### src/rtl/price_pkg.sv
// Shared types and helpers for the price predictor: fixed-point format,
// controller state encoding and the wide-to-fix saturating conversion.
package price_pkg;

  localparam int DATA_W = 20;
  localparam int FRAC_W = 10;
  localparam int CNT_W  = 16;
  // Width used for intermediate signed arithmetic before clamping.
  localparam int WIDE_W = 2*DATA_W + 8;

  typedef logic signed [DATA_W-1:0] fix_t;

  typedef enum logic [0:0] {
    NOCOEF = 1'b0,
    RUN    = 1'b1
  } state_t;

  typedef struct packed {
    logic ovf;
    fix_t val;
  } sat_res_t;

  localparam logic signed [WIDE_W-1:0] WIDE_FIX_MAX =
    {{(WIDE_W-DATA_W+1){1'b0}}, {(DATA_W-1){1'b1}}};
  localparam logic signed [WIDE_W-1:0] WIDE_FIX_MIN =
    {{(WIDE_W-DATA_W+1){1'b1}}, {(DATA_W-1){1'b0}}};

  // Clamp a wide signed value into fix_t range and report whether it clamped.
  function automatic sat_res_t sat_fix(input logic signed [WIDE_W-1:0] v);
    sat_res_t r;
    if (v > WIDE_FIX_MAX) begin
      r.val = fix_t'(WIDE_FIX_MAX);
      r.ovf = 1'b1;
    end else if (v < WIDE_FIX_MIN) begin
      r.val = fix_t'(WIDE_FIX_MIN);
      r.ovf = 1'b1;
    end else begin
      r.val = fix_t'(v);
      r.ovf = 1'b0;
    end
    return r;
  endfunction

endpackage

### src/rtl/price_predictor_fix_mac_sat.sv
// Registered shift-add-saturate stage for fixed-point products:
//   res <= clamp(addend + (prod >>> FRAC_W)) on en, cleared by clr.
// The shift keeps the top bits of the product, i.e. truncation toward -inf.
// The sum is formed wide enough that no intermediate wrap can hide overflow.
module fix_mac_sat #(
  parameter int PROD_W = 40,
  parameter int ADD_W  = 20,
  parameter int OUT_W  = 20,
  parameter int FRAC_W = 10
) (
  input  logic                     clk,
  input  logic                     reset,
  input  logic                     clr,
  input  logic                     en,
  input  logic signed [PROD_W-1:0] prod,
  input  logic signed [ADD_W-1:0]  addend,
  output logic signed [OUT_W-1:0]  res,
  output logic                     ovf
);
  import price_pkg::*;

  localparam int SH_W   = PROD_W - FRAC_W;
  localparam int MAX_IN = (SH_W > ADD_W) ? SH_W : ADD_W;
  localparam int SUM_W  = ((MAX_IN > OUT_W) ? MAX_IN : OUT_W) + 1;

  localparam logic signed [SUM_W-1:0] OUT_MAX =
    {{(SUM_W-OUT_W+1){1'b0}}, {(OUT_W-1){1'b1}}};
  localparam logic signed [SUM_W-1:0] OUT_MIN =
    {{(SUM_W-OUT_W+1){1'b1}}, {(OUT_W-1){1'b0}}};

  logic signed [SH_W-1:0]  shifted_s;
  logic signed [SUM_W-1:0] sum_s;
  logic signed [OUT_W-1:0] res_s;
  logic                    ovf_s;

  assign shifted_s = prod[PROD_W-1:FRAC_W];
  assign sum_s     = SUM_W'(shifted_s) + SUM_W'(addend);

  // Clamp the wide sum into the output range.
  always_comb begin
    res_s = '0;
    ovf_s = 1'b0;
    if (sum_s > OUT_MAX) begin
      res_s = OUT_MAX[OUT_W-1:0];
      ovf_s = 1'b1;
    end else if (sum_s < OUT_MIN) begin
      res_s = OUT_MIN[OUT_W-1:0];
      ovf_s = 1'b1;
    end else begin
      res_s = sum_s[OUT_W-1:0];
      ovf_s = 1'b0;
    end
  end

  // Result register: clear wins over load; holds otherwise.
  always_ff @(posedge clk or negedge reset) begin
    if (!reset) begin
      res <= '0;
      ovf <= 1'b0;
    end else if (clr) begin
      res <= '0;
      ovf <= 1'b0;
    end else if (en) begin
      res <= res_s;
      ovf <= ovf_s;
    end
  end

endmodule

### src/rtl/price_predictor.sv
// Linear price predictor: y_hat = B0 + B1*x through a two-stage pipeline
// with valid/ready flow control. Coefficients are latched on coef_load and
// travel with each beat so a reload never disturbs beats already in flight.
// Optional feature macro PRED_ERROR_EN adds a running sum of squared
// residuals against a target price carried with each beat.
module price_predictor #(
  parameter int DATA_W = price_pkg::DATA_W,
  parameter int FRAC_W = price_pkg::FRAC_W,
  parameter int CNT_W  = price_pkg::CNT_W
) (
  input  logic                     clk,
  input  logic                     reset,
  input  logic                     coef_load,
  input  logic signed [DATA_W-1:0] b0_in,
  input  logic signed [DATA_W-1:0] b1_in,
  input  logic                     x_valid,
  output logic                     x_ready,
  input  logic signed [DATA_W-1:0] x_in,
  output logic                     y_valid,
  input  logic                     y_ready,
  output logic signed [DATA_W-1:0] y_hat,
  output logic                     sat_flag,
`ifdef PRED_ERROR_EN
  input  logic signed [DATA_W-1:0] y_true_in,
  output logic [2*DATA_W+7:0]      sse,
  input  logic                     sse_clr,
`endif
  output logic [CNT_W-1:0]         pred_cnt
);
  import price_pkg::*;

  state_t                    state_r, state_nx;
  logic signed [DATA_W-1:0]  b0_r, b1_r;
  logic                      v1_r, v2_r;
  logic signed [2*DATA_W-1:0] p1_r;
  logic signed [DATA_W-1:0]  b0_1_r;
  logic [CNT_W-1:0]          cnt_r;
  logic                      run_s, x_xfer_s, y_xfer_s, load2_s;

  assign run_s    = (state_r == RUN);
  // Stage 1 may only hand over when stage 2 is empty or being drained.
  assign load2_s  = v1_r & (~v2_r | y_ready);
  assign x_ready  = run_s & (~v2_r | y_ready | ~v1_r);
  assign x_xfer_s = x_valid & x_ready;
  assign y_xfer_s = v2_r & y_ready;
  assign y_valid  = v2_r;
  assign pred_cnt = cnt_r;

  // Controller state register.
  always_ff @(posedge clk or negedge reset) begin
    if (!reset) state_r <= NOCOEF;
    else        state_r <= state_nx;
  end

  // Next state: wait for coefficients, then run forever.
  always_comb begin
    state_nx = state_r;
    case (state_r)
      NOCOEF:  if (coef_load) state_nx = RUN; else state_nx = NOCOEF;
      RUN:     state_nx = RUN;
      default: state_nx = NOCOEF;
    endcase
  end

  // Coefficient latch; reload allowed at any time.
  always_ff @(posedge clk or negedge reset) begin
    if (!reset) begin
      b0_r <= '0;
      b1_r <= '0;
    end else if (coef_load) begin
      b0_r <= b0_in;
      b1_r <= b1_in;
    end
  end

  // Stage 1: product plus a private copy of B0 for this beat.
  always_ff @(posedge clk or negedge reset) begin
    if (!reset) begin
      v1_r   <= 1'b0;
      p1_r   <= '0;
      b0_1_r <= '0;
    end else begin
      if (x_xfer_s) begin
        p1_r   <= b1_r * x_in;
        b0_1_r <= b0_r;
      end
      if (x_xfer_s)     v1_r <= 1'b1;
      else if (load2_s) v1_r <= 1'b0;
    end
  end

  // Stage 2 valid: filled from stage 1, emptied by an output transfer.
  always_ff @(posedge clk or negedge reset) begin
    if (!reset)        v2_r <= 1'b0;
    else if (load2_s)  v2_r <= 1'b1;
    else if (y_xfer_s) v2_r <= 1'b0;
  end

  fix_mac_sat #(
    .PROD_W(2*DATA_W), .ADD_W(DATA_W), .OUT_W(DATA_W), .FRAC_W(FRAC_W)
  ) u_price (
    .clk(clk), .reset(reset), .clr(1'b0), .en(load2_s),
    .prod(p1_r), .addend(b0_1_r), .res(y_hat), .ovf(sat_flag)
  );

  // Count accepted outputs; wraps naturally.
  always_ff @(posedge clk or negedge reset) begin
    if (!reset)        cnt_r <= '0;
    else if (y_xfer_s) cnt_r <= cnt_r + {{(CNT_W-1){1'b0}}, 1'b1};
  end

`ifdef PRED_ERROR_EN
  logic signed [DATA_W-1:0]   yt1_r, yt2_r;
  sat_res_t                   r_s;
  fix_t                       r_val_s;
  logic signed [2*DATA_W-1:0] rsq_s;

  // Target price rides alongside its beat through both stages.
  always_ff @(posedge clk or negedge reset) begin
    if (!reset) begin
      yt1_r <= '0;
      yt2_r <= '0;
    end else begin
      if (x_xfer_s) yt1_r <= y_true_in;
      if (load2_s)  yt2_r <= yt1_r;
    end
  end

  assign r_s     = sat_fix(WIDE_W'(yt2_r) - WIDE_W'(y_hat));
  assign r_val_s = r_s.val;
  assign rsq_s   = r_val_s * r_val_s;

  fix_mac_sat #(
    .PROD_W(2*DATA_W), .ADD_W(2*DATA_W+8), .OUT_W(2*DATA_W+8), .FRAC_W(FRAC_W)
  ) u_sse (
    .clk(clk), .reset(reset), .clr(sse_clr), .en(y_xfer_s),
    .prod(rsq_s), .addend($signed(sse)), .res(sse), .ovf()
  );
`endif

endmodule
### config.mk
export PLATFORM = sky130hd
export DESIGN_NAME = price_predictor
export DESIGN_NICKNAME = d
export VERILOG_FILES = /design/src/rtl/price_pkg.sv /design/src/rtl/price_predictor_fix_mac_sat.sv /design/src/rtl/price_predictor.sv
export SDC_FILE = /design/constraint.sdc
export NUM_CORES = 1
export LEC_CHECK = 0
export BUFFER_PORTS_ARGS = -buffer_cell sky130_fd_sc_hd__buf_2
export CORE_UTILIZATION = 66
export CTS_BUF_LIST = sky130_fd_sc_hd__clkbuf_8
export DETAILED_ROUTE_END_ITERATION = 8
export PLACE_DENSITY = 0.94
export RECOVER_POWER = 100
export SETUP_SLACK_MARGIN = 0.02
export SLEW_MARGIN = 20
export SYNTH_ARGS = -nofsm -noshare
export SYNTH_HDL_FRONTEND = slang
export SYNTH_SLANG_ARGS = --single-unit
### constraint.sdc
create_clock -name clk -period 10.17 [get_ports clk]
set_clock_uncertainty 0.2 [all_clocks]
set_input_delay 2.034 -clock clk [delete_from_list [all_inputs] [get_ports clk]]
set_output_delay 2.034 -clock clk [all_outputs]
set_load 0.02 [all_outputs]
==> results.json <==
{
  "r2r-end": "p1_r[37]$_DFFE_PN0P_",
  "multi_input_area_um2": 16020,
  "clk_pin_slew_worst_paths_ps": 80,
  "muxShareOfSynthArea_pct": 3.215,
  "r2r_setup_slack_ps": 1640,
  "final-seq-area_um2": 3253,
  "cp_common_cell": "fa_1",
  "final_antenna_net_count": 0,
  "design.core.area_um2": 31720,
  "ys_seq_area_share_pct": 15.23,
  "yosys.area_share.adder_pct": 47.26,
  "min_path_type": "register to register",
  "syn-cell-area_um2": 21370,
  "cts_made_buffers": 17,
  "syn_nets": 2841,
  "setup_viol": 0,
  "r2r-start": "b1_r[12]$_DFFE_PN0P_",
  "rr_worst_depth": 22,
  "grt_usage_pct": 35.19,
  "areaGrowthSynthToFinish_pct": 4.667,
  "synth_xor_area_share_pct": 2.828,
  "cap_violations": 5,
  "vias": 15910,
  "n_fill_cell": 2213,
  "cts_resized": 0,
  "slowest_stage": "a2111oi_1",
  "synth_edf_count": 0,
  "critical-path-top-delay-family": "adder cells",
  "status": "complete, but fails checks",
  "ctsHoldBuffers": 0,
  "finalCritPeriodShare_pct": 92.73,
  "io_buffer_count": 103,
  "cp_max_fo": 20,
  "setup-tns-final_ps": 0,
  "synth_compound_area_share_pct": 6.717,
  "clock-sinks": 130,
  "path_class": "input port to register",
  "worst_pin_slew_ps": 3878,
  "cts_setup_buffers": 0,
  "syn_inst": 2221,
  "synth_simple_gate_area_share_pct": 15.00,
  "clk_path_buf_depth": 2,
  "finalHoldViolCount": 0,
  "critical_path_arrival_ps": 9460,
  "grt_pass1_vias": 18450,
  "cp_data_required_time_ps": 10200,
  "dr.pass1.iters": 6,
  "rsz0062_at_grt": "false",
  "clkLatencyLatePin_ps": 500,
  "violations": "capacitance limit, slew limit",
  "min_to": "pred_cnt[15]$_DFFE_PN0P_",
  "die_area_um2": 33100,
  "dr.first_iter.drc_count": 1166,
  "synthArstFlopShare_pct": 100.0,
  "ys_seq_elements": 130,
  "cpPeakStageDelay_ps": 810,
  "avgSynthCellArea_um2": 9.620,
  "relSlewSlack_pct": -158.5,
  "gp_congestion": 0.9302,
  "drive_gt1_share_pct": 7.686,
  "min_period_ps": 9431,
  "worstPathCellList": "buf_2 > nand2_1 > fa_1 > inv_1 > fa_1 > fa_1 > fa_1 > fa_1 > fa_1 > inv_1 > fa_1 > inv_1 > ha_1 > nand3_1 > a31oi_1 > o31a_1 > o21ai_0 > nand2b_1 > a2111oi_1 > o31ai_1 > a31o_2 > a211oi_1 > o31ai_1",
  "initial_core_util_pct": 67.36,
  "grt_max_degree": 82,
  "yosysWarningCount": 0,
  "root_buffer": "clkbuf_8",
  "cp-start-kind": "input port",
  "ios": 104,
  "critPathBufInv": 4,
  "wirelength_um": 53490,
  "cts_tree": "done",
  "synth_top_family_by_area": "adder cells",
  "die_width_um": 181.9,
  "die_h_um": 181.9,
  "remaining_drc_errors": 0,
  "cp-end-kind": "register",
  "antenna_found_initial": 0,
  "slew_violations": 278,
  "ys_types": 65,
  "wl_per_cell_um": 20.06,
  "hold_depth": 1,
  "ys.flop_type": "dfrtp_1",
  "layout.nets": 2872,
  "max_freq_ghz": 0.1060,
  "htree_levels": 4,
  "vias_per_cell": 5.967,
  "n_antenna_cell": 0,
  "overflow": 0,
  "row_count": 65,
  "post-dp-hpwl_um": 42330,
  "min_from": "pred_cnt[15]$_DFFE_PN0P_",
  "grt_pass1_wl_um": 89890
}
## synth_stat cells (all sizes together), types with 40 or more instances
master,count,area share (%)
ha,135,7.9
and2,225,6.6
nor2,76,1.3
xnor2,40,1.6
inv,444,7.8
fa,420,39
a21oi,62,1.5
nand2,237,4.2
clkbuf,92,1.6
mux2,61,3.2
dfrtp,130,15
o21ai,59,1.4
## how the worst max path moves through the flow
stage	startpoint	cells past startpoint	slack, ps	to
3_5_place_dp	x_in[2]	23	440	p1_r[37]$_DFFE_PN0P_
6_report	x_in[2]	23	740	p1_r[37]$_DFFE_PN0P_
3_3_place_gp	x_in[5]	22	750	p1_r[39]$_DFFE_PN0P_
5_1_grt	x_in[2]	23	230	p1_r[37]$_DFFE_PN0P_
4_1_cts	x_in[2]	23	910	p1_r[37]$_DFFE_PN0P_
2_1_floorplan	x_in[2]	23	1280	p1_r[39]$_DFFE_PN0P_
## per-layer routing
metal	routed length (µm)	global-route usage [%]	up-vias	part of all wire [%]
li1	-	-	6827	-
met1	18570	39.15	7937	35
met2	26930	61.23	868	50
met3	4368	7.080	277	8.2
met4	3626	23.73	0	6.8
met5	0	0	-	0
## layout make-up
type	instances	area share, %
multi-input cells	1542	71.62
flip-flops and latches	130	14.55
inverters	445	7.469
repair buffers	116	2.456
well taps	402	2.249
clock buffers	19	1.169
clock inverters	12	0.4923
## metrics by stage
step / utilization [%] / cell area (µm²) / hold slack (ps) / setup slack, ps / cells
detailed placement: 69.63 / 22080 / 255.4 / 440.6 / 2635
floorplan: - / 21370 / 230.1 / 1282 / 2221
CTS: 70.80 / 22460 / 273.2 / 914.5 / 2666
global route: 70.51 / 22360 / 294.5 / 233.5 / 2666
global placement: 69.63 / 22080 / 242.9 / 752.2 / 2635
finish: 70.51 / 22360 / 275.6 / 739.5 / 2666
## registers in the layout, indices dropped and copies added (netlist names)
signal	cells
pred_cnt	16
b0_r	20
y_valid	1
b1_r	20
u_price.ovf	1
p1_r	30
run_s	1
b0_1_r	20
u_price.res	20
v1_r	1
## placed cells by master, fill, tap and decap left out, drive strengths merged, types with 12 or more instances in the layout
master / count
ha: 135
clkbuf: 64
fa: 420
a21o: 15
o21a: 13
inv: 448
mux2: 61
a21oi: 62
buf: 71
nand2b: 17
nand2: 237
and2: 225
o31ai: 12
and3: 13
nand3: 13
nand4: 13
o21ai: 59
nor2: 76
xor2: 29
dfrtp: 130
xnor2: 40
## cells by family (layout without fill, tap and decap cells)
| kind of cell | after synthesis | in the layout |
|---|---|---|
| muxes | 61 | 61 |
| and+or+nand+nor | 637 | 637 |
| adders and majority gates | 555 | 555 |
| DFF | 130 | 130 |
| xor gates and xnor gates | 69 | 69 |
| AOI/OAI and AO/OA | 220 | 220 |
| buffers and inverters | 549 | 592 |
Power is not shown: default switching activity piles up to over one toggle a cycle in this logic, so the estimate is an artifact.
